[src/rtl/decode_issue_ctrl_pkg.sv]
// Shared definitions for the decode/issue controller: register address width,
// register count, controller state encodings and small bit-vector helpers.
// Optional feature macro used by this slice: DECODE_WB_BYPASS_EN.
package decode_issue_ctrl_pkg;

  localparam int REG_ADDR = 5;
  localparam int NUM_REGS = 32;
  localparam int CNT_W    = 6;

  typedef logic [REG_ADDR-1:0] reg_addr_t;
  typedef logic [NUM_REGS-1:0] reg_vec_t;

  typedef enum logic [1:0] {
    RUN     = 2'd0,
    BR_WAIT = 2'd1,
    FLUSH   = 2'd2
  } ctrl_state_e;

  function automatic logic [CNT_W-1:0] popcount(input reg_vec_t v);
    logic [CNT_W-1:0] c;
    c = '0;
    for (int i = 0; i < NUM_REGS; i++) begin
      c = c + CNT_W'(v[i]);
    end
    return c;
  endfunction

  function automatic reg_vec_t onehot(input reg_addr_t a);
    return reg_vec_t'(1) << a;
  endfunction

endpackage

[src/rtl/decode_issue_ctrl_issue_scoreboard.sv]
// Pending-write scoreboard: one bit per architectural register, set when a
// writer issues, cleared when writeback retires it. Register 0 never pends.
// The count is registered from the next-state vector so it tracks the vector
// exactly after every edge.
module issue_scoreboard
  import decode_issue_ctrl_pkg::*;
(
  input  logic             clk,
  input  logic             reset,
  input  logic             set_en,
  input  reg_addr_t        set_addr,
  input  logic             clr_en,
  input  reg_addr_t        clr_addr,
  output reg_vec_t         pending,
  output logic [CNT_W-1:0] pending_cnt
);

  reg_vec_t pending_nxt;

  // Next vector: clear first, then set, so a same-cycle set wins.
  always_comb begin
    pending_nxt = pending;
    if (clr_en) begin
      pending_nxt[clr_addr] = 1'b0;
    end
    if (set_en) begin
      pending_nxt[set_addr] = 1'b1;
    end
    pending_nxt[0] = 1'b0;
  end

  // Pending vector and its population count.
  always_ff @(posedge clk or negedge reset) begin
    if (!reset) begin
      pending     <= '0;
      pending_cnt <= '0;
    end else begin
      pending     <= pending_nxt;
      pending_cnt <= popcount(pending_nxt);
    end
  end

endmodule

[src/rtl/decode_issue_ctrl.sv]
// Decode-stage issue controller: RAW/WAW hazard detection against a pending
// write scoreboard, plus a branch shadow FSM that blocks issue until the
// branch resolves and emits a one-cycle flush on a taken branch.
// Optional feature: DECODE_WB_BYPASS_EN lets a register being retired this
// cycle count as ready for the hazard check (write-through register file).
//
// state   | meaning
// --------+------------------------------------------------------------
// RUN     | normal issue
// BR_WAIT | branch issued, waiting for M-stage resolve; nothing issues
// FLUSH   | taken branch resolved; flush wrong-path work for one cycle
module decode_issue_ctrl
  import decode_issue_ctrl_pkg::*;
(
  input  logic             clk,
  input  logic             reset,
  input  logic             dec_valid,
  input  reg_addr_t        dec_src1,
  input  reg_addr_t        dec_src2,
  input  logic             dec_src1_used,
  input  logic             dec_src2_used,
  input  reg_addr_t        dec_dest,
  input  logic             dec_regwrite,
  input  logic             dec_branch,
  input  logic             ex_ready,
  input  logic             wb_valid,
  input  reg_addr_t        wb_dest,
  input  logic             br_resolve,
  input  logic             br_taken,
  output logic             issue,
  output logic             stall,
  output logic             flush,
  output logic [CNT_W-1:0] pending_cnt
);

  ctrl_state_e state, state_nxt;
  reg_vec_t    pending;
  reg_vec_t    hazard_view;
  logic        hazard;

`ifdef DECODE_WB_BYPASS_EN
  // A register retiring this cycle is already readable through the RF.
  assign hazard_view = pending & ~(wb_valid ? onehot(wb_dest) : '0);
`else
  // Only the registered scoreboard is consulted; no wb_* to issue path.
  assign hazard_view = pending;
`endif

  // RAW on either used source, WAW on the destination.
  assign hazard = (dec_src1_used & hazard_view[dec_src1])
                | (dec_src2_used & hazard_view[dec_src2])
                | (dec_regwrite  & hazard_view[dec_dest]);

  issue_scoreboard u_scoreboard (
    .clk         (clk),
    .reset       (reset),
    .set_en      (issue & dec_regwrite),
    .set_addr    (dec_dest),
    .clr_en      (wb_valid),
    .clr_addr    (wb_dest),
    .pending     (pending),
    .pending_cnt (pending_cnt)
  );

  // State register.
  always_ff @(posedge clk or negedge reset) begin
    if (!reset) begin
      state <= RUN;
    end else begin
      state <= state_nxt;
    end
  end

  // Next state and issue/stall/flush decode.
  always_comb begin
    state_nxt = state;
    issue     = 1'b0;
    stall     = 1'b1;
    flush     = 1'b0;
    unique case (state)
      RUN: begin
        issue = dec_valid & ex_ready & ~hazard;
        stall = dec_valid & ~issue;
        if (issue && dec_branch) begin
          state_nxt = BR_WAIT;
        end
      end
      BR_WAIT: begin
        if (br_resolve) begin
          state_nxt = br_taken ? FLUSH : RUN;
        end
      end
      FLUSH: begin
        flush     = 1'b1;
        state_nxt = RUN;
      end
      default: begin
        state_nxt = RUN;
      end
    endcase
  end

endmodule

[config.mk]
export PLATFORM = sky130hd
export DESIGN_NAME = decode_issue_ctrl
export DESIGN_NICKNAME = d
export VERILOG_FILES = /design/src/rtl/decode_issue_ctrl_pkg.sv /design/src/rtl/decode_issue_ctrl_issue_scoreboard.sv /design/src/rtl/decode_issue_ctrl.sv
export SDC_FILE = /design/constraint.sdc
export NUM_CORES = 1
export LEC_CHECK = 0
export ABC_AREA = 1
export CAP_MARGIN = 10
export CORE_ASPECT_RATIO = 0.6
export CORE_MARGIN = 5
export CORE_UTILIZATION = 40
export DETAILED_ROUTE_END_ITERATION = 8
export GPL_ROUTABILITY_DRIVEN = 0
export MAX_ROUTING_LAYER = met4
export PLACE_DENSITY = 0.61
export SETUP_SLACK_MARGIN = 0.2
export SLEW_MARGIN = 10
export SYNTH_ARGS = -nofsm -noshare
export SYNTH_HDL_FRONTEND = slang
export SYNTH_SLANG_ARGS = --single-unit
[constraint.sdc]
create_clock -name clk -period 8.8 [get_ports clk]
set_clock_uncertainty 0.05 [all_clocks]
set_input_delay 1.76 -clock clk [delete_from_list [all_inputs] [get_ports clk]]
set_output_delay 1.76 -clock clk [all_outputs]
set_load 0.005 [all_outputs]
==> run metrics <==
outcome=finished clean; RSZ-0062 raised after global routing=false; Period minus WS final=8.10 ns; crit start category=primary input; Pwr Density=310 nW/um^2; global-route wire length before repair=19900 microns; Post-Route WL=12300 microns; via/cell ratio=5.11; nature of the critical path endpoint=register; Fmax=0.123 GHz; crit-path max FO=9; area leader, netlist=dfrtp_1; 1st-iter DRT viols=459; routed via count=3782; # DRC=0; IO Count=40; Nets=672; Peak VDD IR=0.264 mV; critical path type=in2reg; relative slew slack=39.3%; Power, Total=1410 uW; First-pass DRT Iterations=5; aggregate global routing overflow=0; Avg WL per Cell=16.6 microns; CTS Root Cell=clkbuf_16; Syn-to-layout area delta=18.8%; initial antenna violation count=0; WP data arrival=8.22 ns; Synth warnings=0; most frequent cells in the layout=nand2_1 (176), inv_1 (90), nand3_1 (61); CTS H-tree lvls=2; Synth Cell Area=3820 sq um; Slew Limit Fails=0; Core Footprint=9260 sq um; Site Rows=27; Die H=85.7 microns; WP data required=8.92 ns; leakage power=0.00219 uW; synth top area cells=dfrtp_1 (26%), nand2_1 (17%), fa_1 (12%), inv_1 (8.8%), nand3_1 (8.0%); post-route antenna net violation count=0; pin count of the biggest net entering global routing=40; Post-Synthesis Cells=563; max_cap viols=0; I/O Buffers=39; die footprint=11700 sq um; Hold Fails Final Rpt=0; Synth Register Bits=39; Synth Area per Inst=6.79 sq um; Synth cell types=33; clk_lat worst skew=0.29 ns; CTS Buf Count=5; Slew @ Worst Pin=0.911 ns; TritonCTS clock tree=built; utilization after layout=49.1%; Antenna Cells=0; die width=136 microns; most common cell after layout, fill and taps aside=nand2_1; setup tns final=0 ns; Global Route Usage Sum=22.7%; detailed placement HPWL=10000 microns; Tcrit/Tclk final=92.1%; Max Root-Sink Buffers=2; Finish-stage setup viols=0; Synth top area share=25.5%; CTS clock-pin slew for the worst setup and hold paths=0.06 ns; Initial Util=41.3%; clk sinks=39; vias in the first global route=3731; Worst Hold Class=reg2reg; share of cells above drive strength 1=8.20%; register area share after synthesis=25.5%; Syn Nets=626; setup bufs post-CTS=0
==> registers in the layout, summed over array words and instances, names as in the netlist <==
signal and cells:
u_scoreboard.pending_cnt 6, u_scoreboard.pending 31, state 2
==> worst paths after layout <==
check / startpoint / to / slack [ns] / cells after the start
max in group asynchronous: reset / u_scoreboard.pending[10]$_DFF_PN0_ / 6.57 / 1
worst min register to register: state[1]$_DFFE_PN0P_ / state[1]$_DFFE_PN0P_ / 0.53 / 3
min in group asynchronous: reset / u_scoreboard.pending[26]$_DFF_PN0_ / 1.54 / 1
worst min-delay path: state[1]$_DFFE_PN0P_ / state[1]$_DFFE_PN0P_ / 0.53 / 3
worst max register to register: u_scoreboard.pending[18]$_DFF_PN0_ / u_scoreboard.pending_cnt[4]$_DFF_PN0_ / 2.45 / 25
worst max-delay path: dec_src2[1] / u_scoreboard.pending_cnt[4]$_DFF_PN0_ / 0.70 / 23
==> stage by stage <==
step / cells / setup slack, ns / cell area, sq um / hold slack [ns]
floorplan: 563 / 1.40 / 3820 / 0.476
CTS: 740 / 0.560 / 4540 / 0.537
global route: 740 / 0.384 / 4540 / 0.571
global placement: 732 / 0.411 / 4350 / 0.504
finish: 740 / 0.696 / 4540 / 0.535
detailed placement: 732 / 0.309 / 4350 / 0.529
==> power by group <==
group          internal (uW)  switching, uW
Combinational            391            522
Sequential               225           34.2
Clock                    163           74.9
==> final cells by class <==
cell class / instances / area (sq um)
Clock buffer: 6 / 129
Clock inverter: 2 / 60.1
Fill cell: 953 / 4710
Inverter: 94 / 353
Multi-Input combinational cell: 414 / 2350
Sequential cell: 39 / 976
Tap cell: 130 / 163
Timing Repair Buffer: 55 / 508
==> Yosys cell counts, drive strengths merged <==
cell	count
o21ai	34
xnor2	1
inv	93
nand2	182
ha	9
o21a	1
or2	1
xor2	2
o22ai	1
a31oi	1
dfrtp	39
o211ai	1
clkbuf	1
nor3	19
nor2	45
o31ai	1
fa	23
nand4	1
nand3	61
buf	15
a21oi	17
o21bai	14
clkinv	1
==> logic make-up (layout without fill, tap and decap cells) <==
| family | Yosys count | after routing | share of synthesized area, % |
|---|---|---|---|
| XOR/XNOR | 3 | 3 | 0.687 |
| buffers and inverters | 110 | 157 | 12.9 |
| AND/OR/NAND/NOR | 309 | 309 | 34.1 |
| flip-flops | 39 | 39 | 25.5 |
| AO/OA/AOI/OAI | 70 | 70 | 11.8 |
| adder cells (fa/ha/maj) | 32 | 32 | 15.0 |
==> per-layer routing <==
metal	wire length [microns]	vias up	global-route usage, %
met5	0	-	-
met4	106	0	4.12
met3	1590	9	9.26
met2	4720	185	29.6
met1	5840	1741	32.8
li1	-	1847	-
==> timing repair <==
item / in CTS / in global routing
resized for setup: 0 / 1
hold buffers: 0 / 0
setup endpoints to repair: 0 / 1
==> critical path, stage by stage <==
cell and delay, ns:
clkdlybuf4s50_1 0.48, clkinv_1 0.30, nand3_1 0.19, nand3_1 0.13
nand3_1 0.11, nand3_1 0.10, nand3_1 0.15, nand4_4 0.21
o21ai_0 0.36, ha_1 0.30, inv_1 0.07, fa_1 0.43
fa_1 0.52, inv_1 0.06, fa_1 0.53, fa_1 0.46
fa_1 0.52, fa_1 0.57, ha_1 0.17, inv_1 0.06
fa_1 0.40, o21a_1 0.21, xor2_1 0.13
Note: power is estimated with default switching activity, not from simulation.
